`src/rtl/ex_stage_pkg.sv`:
```
// Shared CPU parameters: one-hot instruction-type bit indices, reset PC and Tnew encodings.
package cpu_param;

  localparam int INSTR_W = 60;
  localparam logic [31:0] RESET_PC = 32'h0000_3000;

  localparam int I_ADDU = 0;
  localparam int I_SUBU = 1;
  localparam int I_ORI  = 2;
  localparam int I_LW   = 3;
  localparam int I_SW   = 4;
  localparam int I_BEQ  = 5;
  localparam int I_LUI  = 6;
  localparam int I_J    = 7;
  localparam int I_JAL  = 8;
  localparam int I_JR   = 9;
  localparam int I_SLL  = 10;

  // A bubble is encoded as sll $0,$0,0.
  localparam logic [INSTR_W-1:0] ITYPE_NOP = INSTR_W'(1) << I_SLL;

  localparam logic [2:0] TNEW_NOW = 3'd0;
  localparam logic [2:0] TNEW_ALU = 3'd1;
  localparam logic [2:0] TNEW_LW  = 3'd2;

  function automatic logic [2:0] age_tnew(input logic [2:0] t);
    return (t == TNEW_NOW) ? TNEW_NOW : t - 3'd1;
  endfunction

endpackage

```
`src/rtl/ex_stage_alu.sv`:
```
// Combinational result select for the execute stage, keyed by the one-hot instruction type.
module alu
  import cpu_param::*;
#(
  parameter int INSTR_W = 60
) (
  input  logic [31:0]        i_a,
  input  logic [31:0]        i_b,
  input  logic [31:0]        i_imm32,
  input  logic [INSTR_W-1:0] i_itype,
  input  logic [31:0]        i_lui_res,
  input  logic [31:0]        i_pc,
  output logic [31:0]        o_result
);

  // Only a handful of type bits select a result; the rest are don't-care here.
  logic w_unused_itype;
  assign w_unused_itype = ^i_itype;

  always_comb begin
    o_result = 32'h0;
    if (i_itype[I_ADDU])
      o_result = i_a + i_b;
    else if (i_itype[I_SUBU])
      o_result = i_a - i_b;
    else if (i_itype[I_ORI])
      o_result = i_a | i_imm32;
    else if (i_itype[I_LW] || i_itype[I_SW])
      o_result = i_a + i_imm32;
    else if (i_itype[I_SLL])
      o_result = i_b << i_a[4:0];
    else if (i_itype[I_LUI])
      o_result = i_lui_res;
    else if (i_itype[I_JAL])
      o_result = i_pc + 32'd8;
  end

endmodule

```
`src/rtl/ex_stage.sv`:
```
// MIPS execute stage: operand forwarding from MEM/WB, ALU, Tnew aging and the EX/MEM register.
module ex_stage
  import cpu_param::*;
#(
  parameter int          INSTR_W  = 60,
  parameter logic [31:0] RESET_PC = 32'h0000_3000
) (
  input  logic               clk,
  input  logic               reset,
  input  logic [4:0]         raddr0_id_ex,
  input  logic [4:0]         raddr1_id_ex,
  input  logic [4:0]         waddr_id_ex,
  input  logic [31:0]        imm32_id_ex,
  input  logic [INSTR_W-1:0] itype_id_ex,
  input  logic [31:0]        rdata0_id_ex,
  input  logic [31:0]        rdata1_id_ex,
  input  logic [31:0]        lui_res_id_ex,
  input  logic [31:0]        pc_id_ex,
  input  logic [2:0]         tnew_id_ex,
  input  logic [4:0]         mem_fwd_addr,
  input  logic [31:0]        mem_fwd_data,
  input  logic               mem_fwd_ok,
  input  logic [4:0]         wb_fwd_addr,
  input  logic [31:0]        wb_fwd_data,
  input  logic               wb_fwd_we,
  output logic [4:0]         raddr1_ex_mem,
  output logic [4:0]         waddr_ex_mem,
  output logic [31:0]        result_ex_mem,
  output logic [31:0]        store_data_ex_mem,
  output logic [INSTR_W-1:0] itype_ex_mem,
  output logic [31:0]        pc_ex_mem,
  output logic [2:0]         tnew_ex_mem
);

  localparam logic [INSTR_W-1:0] NOP_V = {{(INSTR_W-1){1'b0}}, 1'b1} << I_SLL;

  logic [31:0] w_opa, w_opb, w_result;

  function automatic logic [31:0] fwd_sel(input logic [4:0] ra, input logic [31:0] rd,
                                          input logic [4:0] ma, input logic [31:0] md,
                                          input logic mok, input logic [4:0] wa,
                                          input logic [31:0] wd, input logic wwe);
    if (ra != 5'd0 && ra == ma && mok) return md;
    else if (ra != 5'd0 && ra == wa && wwe) return wd;
    else return rd;
  endfunction

  // For sll the rs slot carries shamt, not a register value, so it must bypass forwarding.
  always_comb begin
    w_opa = rdata0_id_ex;
    if (!itype_id_ex[I_SLL])
      w_opa = fwd_sel(raddr0_id_ex, rdata0_id_ex, mem_fwd_addr, mem_fwd_data, mem_fwd_ok,
                      wb_fwd_addr, wb_fwd_data, wb_fwd_we);
    w_opb = fwd_sel(raddr1_id_ex, rdata1_id_ex, mem_fwd_addr, mem_fwd_data, mem_fwd_ok,
                    wb_fwd_addr, wb_fwd_data, wb_fwd_we);
  end

  alu #(.INSTR_W(INSTR_W)) u_alu (
    .i_a       (w_opa),
    .i_b       (w_opb),
    .i_imm32   (imm32_id_ex),
    .i_itype   (itype_id_ex),
    .i_lui_res (lui_res_id_ex),
    .i_pc      (pc_id_ex),
    .o_result  (w_result)
  );

  // EX/MEM pipeline register
  always_ff @(posedge clk) begin
    if (reset) begin
      raddr1_ex_mem     <= 5'd0;
      waddr_ex_mem      <= 5'd0;
      result_ex_mem     <= 32'h0;
      store_data_ex_mem <= 32'h0;
      itype_ex_mem      <= NOP_V;
      pc_ex_mem         <= RESET_PC;
      tnew_ex_mem       <= TNEW_NOW;
    end else begin
      raddr1_ex_mem     <= raddr1_id_ex;
      waddr_ex_mem      <= waddr_id_ex;
      result_ex_mem     <= w_result;
      store_data_ex_mem <= w_opb;
      itype_ex_mem      <= itype_id_ex;
      pc_ex_mem         <= pc_id_ex;
      tnew_ex_mem       <= age_tnew(tnew_id_ex);
    end
  end

endmodule

```
`config.mk`:
```
export PLATFORM = sky130hd
export DESIGN_NAME = ex_stage
export DESIGN_NICKNAME = d
export VERILOG_FILES = /design/src/rtl/ex_stage_pkg.sv /design/src/rtl/ex_stage_alu.sv /design/src/rtl/ex_stage.sv
export SDC_FILE = /design/constraint.sdc
export NUM_CORES = 1
export LEC_CHECK = 0
export BUFFER_PORTS_ARGS = -buffer_cell sky130_fd_sc_hd__buf_4
export CAP_MARGIN = 10
export CELL_PAD_IN_SITES_DETAIL_PLACEMENT = 0
export CELL_PAD_IN_SITES_GLOBAL_PLACEMENT = 1
export CORE_MARGIN = 3
export CORE_UTILIZATION = 38
export CTS_CLUSTER_SIZE = 24
export DETAILED_ROUTE_END_ITERATION = 8
export PLACE_DENSITY = 0.8
export SYNTH_ARGS = -nofsm -noshare
export SYNTH_HDL_FRONTEND = slang
export SYNTH_SLANG_ARGS = --single-unit
```
`constraint.sdc`:
```
create_clock -name clk -period 6.4 [get_ports clk]
set_input_delay 0.32 -clock clk [delete_from_list [all_inputs] [get_ports clk]]
set_output_delay 0.32 -clock clk [all_outputs]
set_load 0.01 [all_outputs]
```
After elaboration in Yosys (flattened, before gate mapping)
Cells that the tools add are included.
{"block": "word_totals", "ff_bits": 169, "in_bits": 316, "output_inout_bits": 169, "word_cells": 43}
{"block": "op_classes", "add_sub_neg": 5, "eq_ne": 4, "shifts": 1, "muxes": 12, "n_bitwise": 1, "n_reduce_logical": 13}
{"op": "two-way mux 32 bit", "count": 12}
{"op": "adder 32 bit", "count": 2}
{"op": "adder 32 x 4 -> 32 bit, second input constant", "count": 1}
{"op": "OR 32 bit", "count": 1}
{"op": "left shift 32 x 5 -> 32 bit", "count": 1}
{"op": "subtractor 32 bit", "count": 1}
{"op": "== test 5 bit", "count": 4}
{"op": "nonzero test 5 bit", "count": 2}
{"op": "logical AND 1 bit", "count": 8}
{"op": "zero test 3 bit", "count": 1}
{"op": "subtractor 3 x 1 -> 3 bit, second input constant", "count": 1}
{"op": "OR reduction 2 bit", "count": 1}
{"op": "logical OR 1 bit", "count": 1}

Logic depth before layout (Yosys ltp)
{"block": "logic_depth", "ltp_word": 12, "ltp_mapped": 24}

Modules after synthesis
Synthesis repeated with hierarchy kept, for this count alone.
{"block": "unflattened", "cells_unflattened": 1950, "hier_area_um2": 15584.9}
{"module": "alu", "n_inst": 1, "cells_per_inst": 1365, "area_per_inst_um2": 9262.6}
{"module": "ex_stage", "n_inst": 1, "cells_per_inst": 585, "area_per_inst_um2": 6322.3}

Worst setup path after synthesis
OpenSTA, ideal clock, no wires.
{"block": "synth_timing", "path_kind": "input-to-reg", "from": "in raddr0_id_ex[1]", "to": "reg result_ex_mem[31]", "setup_ns": 0.120, "arrival_ns": 5.289, "t_required_ns": 6.280, "path_slack_ns": 0.991, "cell_stages": 22, "path_buffers": 3, "path_cell_list": "or4_4 -> o211ai_4 -> nor2_1 -> o21a_1 -> clkbuf_1 -> o22a_1 -> inv_1 -> clkbuf_1 -> clkbuf_1 -> ha_1 -> o21ai_0 -> o211ai_1 -> and4b_1 -> o31a_1 -> o31ai_1 -> nor3_1 -> o311ai_0 -> o21ai_0 -> a21oi_1 -> xor2_1 -> a2111oi_0 -> o31a_1"}
{"block": "synth_between", "elab_chain_cells": 12, "word_cells_on_any_way": 20, "cone_classes": "3 x add/sub; 2 x eq/ne; 1 x shift; 8 x mux; 1 x bitwise; 5 x reduce/logical"}
{"item": "start: declaration", "line": "ex_stage.sv:10", "source": "input logic [4:0] raddr0_id_ex,"}
{"item": "== test 5 bit or nonzero test 5 bit (tied branches)", "line": "ex_stage.sv:44, ex_stage.sv:43"}
{"item": "logical AND 1 bit (2 in a row)", "line": "ex_stage.sv:44", "source": "else if (ra != 5'd0 && ra == wa && wwe) return wd;"}
{"item": "two-way mux 32 bit", "line": "ex_stage.sv:44"}
{"item": "two-way mux 32 bit (*)", "line": "ex_stage.sv:43", "source": "if (ra != 5'd0 && ra == ma && mok) return md;"}
{"item": "two-way mux 32 bit (*)", "line": "ex_stage.sv:51", "source": "if (!itype_id_ex[I_SLL])"}
{"item": "parallel branches: the longest is 5 deep, another holds adder 32 bit"}
{"item": "two-way mux 32 bit (*)", "line": "ex_stage_alu.sv:22", "source": "if (i_itype[I_ADDU])"}
{"item": "end signal: assignment", "line": "ex_stage.sv:81", "source": "result_ex_mem <= w_result;"}
{"item": "end: declaration", "line": "ex_stage.sv:28", "source": "output logic [31:0] result_ex_mem,"}
Mark *: on every way between the ends.
A chain may end at the register's enable or synchronous reset.

Final worst setup path
{"block": "layout_timing", "from": "in raddr1_id_ex[0]", "to": "reg result_ex_mem[31]"}
{"block": "layout_between", "elab_chain_cells": 11, "word_cells_on_any_way": 17, "cone_classes": "2 x add/sub; 2 x eq/ne; 1 x shift; 7 x mux; 5 x reduce/logical"}
{"item": "start: declaration", "line": "ex_stage.sv:11", "source": "input logic [4:0] raddr1_id_ex,"}
{"item": "== test 5 bit or nonzero test 5 bit (tied branches)", "line": "ex_stage.sv:44, ex_stage.sv:43"}
{"item": "logical AND 1 bit (2 in a row)", "line": "ex_stage.sv:44"}
{"item": "two-way mux 32 bit", "line": "ex_stage.sv:44"}
{"item": "two-way mux 32 bit (*)", "line": "ex_stage.sv:43"}
{"item": "named net u_alu.i_b[0]", "line": "ex_stage_alu.sv:8", "source": "input logic [31:0] i_b,"}
{"item": "parallel branches: the longest is 5 deep, another holds subtractor 32 bit"}
{"item": "two-way mux 32 bit (*)", "line": "ex_stage_alu.sv:22"}
Mark *: on every way through the listed nets, which the timed path passes.

==> flow_metrics.env <==
export IMPL_hold_path_class="primary input to flip-flop"
export IMPL_synthesis_area_sq_mm=0.0151
export IMPL_dp_hpwl_um=56400
export IMPL_synth_fp_nets=2393
export IMPL_drive_gt1_share_pct=26.6
export IMPL_grtUsageTotal_pct=32.2
export IMPL_holdPathStages=2
export IMPL_cts_buffers=17
export IMPL_synth_avg_cell_area_sq_um=7.78
export IMPL_antenna_found_initial=5
export IMPL_whs_endpoint="waddr_ex_mem[2]"
export IMPL_first_global_vias=16270
export IMPL_arrival_ps=6270
export IMPL_leakagePower_nw=9.22
export IMPL_vias=17111
export IMPL_slew_viol_final=0
export IMPL_cts_reportedPaths_clkPinSlew_ps=80
export IMPL_setup_slack_ps=510
export IMPL_start_util_pct=38.8
export IMPL_layout_commonest_cell="buf_4"
export IMPL_clock_fmax_ghz=0.170
export IMPL_worst_slew_pin_slew_ps=1140
export IMPL_cap_violations=0
export IMPL_fin_crit_sh_pct=92.0
export IMPL_final_antenna_net_count=0
export IMPL_final_cell_mix="buf_4 (551), dfxtp_1 (169), nor2_1 (143)"
export IMPL_finalSetupViolations=0
export IMPL_die_area_sq_mm=0.0422
export IMPL_die_h_um=206
export IMPL_setup_worst_path_end_class="flip-flop"
export IMPL_coreArea_sq_mm=0.0390
export IMPL_power_density_mw_per_mm2=191
export IMPL_preCtsSetupSlack_ps=229
export IMPL_start_kind="primary input"
export IMPL_synth_async_reset_ratio_pct=0
export IMPL_period_needed_ps=5890
export IMPL_synth_ff_type="dfxtp_1"
export IMPL_num_fill_cells=3806
export IMPL_io_pins=485
export IMPL_layout_nets=2841
export IMPL_wl_per_cell_um=24.2
export IMPL_final_hold_viol_count=0
export IMPL_yosysWarningCount=0
export IMPL_grt_start_max_net_pins=83
export IMPL_postCtsSetupRepairBufs=0
export IMPL_synth_edf_count=0
export IMPL_peakVddDrop_v=0.000211
export IMPL_top_layer="met4"
export IMPL_dr_first_iter_drc_count=1546
export IMPL_rsz0062_at_grt="false"
export IMPL_fp_dieW_um=206
export IMPL_port_buffers=484
export IMPL_dr_pass1_iters=5
export IMPL_ys_types=87
export IMPL_worst_endpoint_required_ps=6780
export IMPL_cp_max_fo=15
export IMPL_grt_first_pass_wirelength_um=103000
export IMPL_drc=0
export IMPL_vias_per_cell=5.84
export IMPL_overflow=0
export IMPL_cts_hold_buf=3
export IMPL_cts_buffer_depth=2
export IMPL_status="finished, final reports clean"
export IMPL_yosysSeqAreaShare_pct=22.4
export IMPL_multi_input_area_sq_mm=0.0107
export IMPL_route_met2_wl_um=34100
export IMPL_p_total_mw=3.83
export IMPL_final_seq_area_sq_mm=0.00338
export IMPL_maxSlewHeadroom_pct=23.4
export IMPL_setup_tns_ps=0
export IMPL_cts_tree="done"
export IMPL_routed_wl_um=71000
export IMPL_cts_sinks=169
export IMPL_cts_htree_levels=4
export IMPL_wl_met3_um=5780
export IMPL_yosys_register_bits=169
export IMPL_area_delta_synth_final_pct=32.4
export IMPL_gp_congestion=0.979
export IMPL_post_cts_resized=0
export IMPL_syn_inst=1945
export IMPL_m1WireLength_um=28900
export IMPL_cts_root_buffer="clkbuf_16"
export IMPL_path_class="primary input to flip-flop"
export IMPL_min_from="waddr_id_ex[2]"
export IMPL_placementRows=72
[cell families (layout without fill, tap and decap cells)]
kind of cell    count (synthesis)  count (layout)  synth area share (%)
compound gates                620             620                  28.7
xor+xnor                       92              92                  5.33
fa+ha+maj                     132             132                  11.1
buf+inv                       268             729                  7.06
flops                         169             169                  22.4
mux                            79              79                  6.13
other cells                     0               5                     0
simple gates                  585             585                  19.4
[critical path, stage by stage]
cell       delay [ps]
buf_4             130
or4_4             570
o211ai_2          570
nor2_4             60
mux2i_1           140
o21ai_0           530
buf_4             250
ha_1              200
nand2b_1          110
a2111oi_0         710
buf_4             230
o21ai_0           180
a31oi_1           490
a211oi_1          210
o41a_1            380
nor4_1            210
buf_4             190
o2111ai_1         190
a31oi_1           210
xor2_1            160
a21oi_1            80
o31a_1            140
[layout make-up]
| class | instances | area share (%) |
|---|---|---|
| diodes | 5 | 0.0625 |
| clock buffers | 17 | 2.12 |
| clock inverters | 15 | 0.862 |
| inverters | 143 | 2.69 |
| multi-input cells | 1508 | 53.3 |
| flip-flops and latches | 169 | 16.9 |
| well taps | 518 | 3.24 |
| repair buffers | 554 | 20.8 |
[state kept, by name, indices dropped and copies added (netlist names)]
signal             cells
itype_ex_mem          60
pc_ex_mem             32
result_ex_mem         32
store_data_ex_mem     32
raddr1_ex_mem          5
waddr_ex_mem           5
tnew_ex_mem            3
[power breakdown]
| part | internal [mW] | leakage [nW] | switching (mW) |
|---|---|---|---|
| Combinational | 0.688 | 7.52 | 0.903 |
| Sequential | 1.13 | 1.41 | 0.0293 |
| Clock | 0.557 | 0.292 | 0.526 |
[synthesized netlist by cell type, types with 11 or more instances]
cell	n	area, sq um
a21o_1	39	293
nand2_1	124	465
a211oi_1	20	150
dfxtp_1	169	3380
o221ai_1	17	149
o211ai_1	29	218
clkbuf_1	90	338
buf_2	20	100
nor3_1	42	210
nand3_1	46	230
a221oi_1	18	158
o21ai_0	106	531
nor2b_1	111	694
and3_1	29	181
inv_1	139	522
mux2i_1	60	601
a31oi_1	36	225
ha_1	129	1610
nor2_1	145	544
o21a_1	14	105
a21oi_1	120	601
or2_2	11	68.8
o22ai_1	16	100
nand4_1	14	87.6
o22a_1	57	499
a22oi_1	23	173
nand2b_1	20	125
xnor2_1	65	569
xor2_1	27	236
nor4_1	11	68.8
a211o_1	11	96.3
a21boi_0	14	105
[worst max path at each step]
stage,startpoint,to,slack (ps)
2_1_floorplan,raddr0_id_ex[1],result_ex_mem[31],990
3_3_place_gp,raddr1_id_ex[0],result_ex_mem[31],260
3_5_place_dp,raddr1_id_ex[0],result_ex_mem[31],230
4_1_cts,raddr1_id_ex[0],result_ex_mem[31],720
5_1_grt,raddr1_id_ex[0],result_ex_mem[31],270
6_report,raddr1_id_ex[0],result_ex_mem[31],510
[stage by stage]
step	cell area [sq um]	utilization, %	cells	hold WS (ps)
2_1_floorplan	15100	-	1945	399
3_3_place_gp	19400	49.7	2889	496
3_5_place_dp	19400	49.7	2889	510
4_1_cts	20000	51.3	2924	0.283
5_1_grt	20000	51.4	2929	36.4
6_report	20000	51.4	2929	39.4
[layer usage]
| layer | vias to the layer above | GRT usage [%] |
|---|---|---|
| met3 | 121 | 6.11 |
| met1 | 8192 | 40.6 |
| met2 | 863 | 54.5 |
| li1 | 7935 | - |
| met5 | - | 0 |
| met4 | 0 | 12.0 |
(Power assumes the default switching activity.)
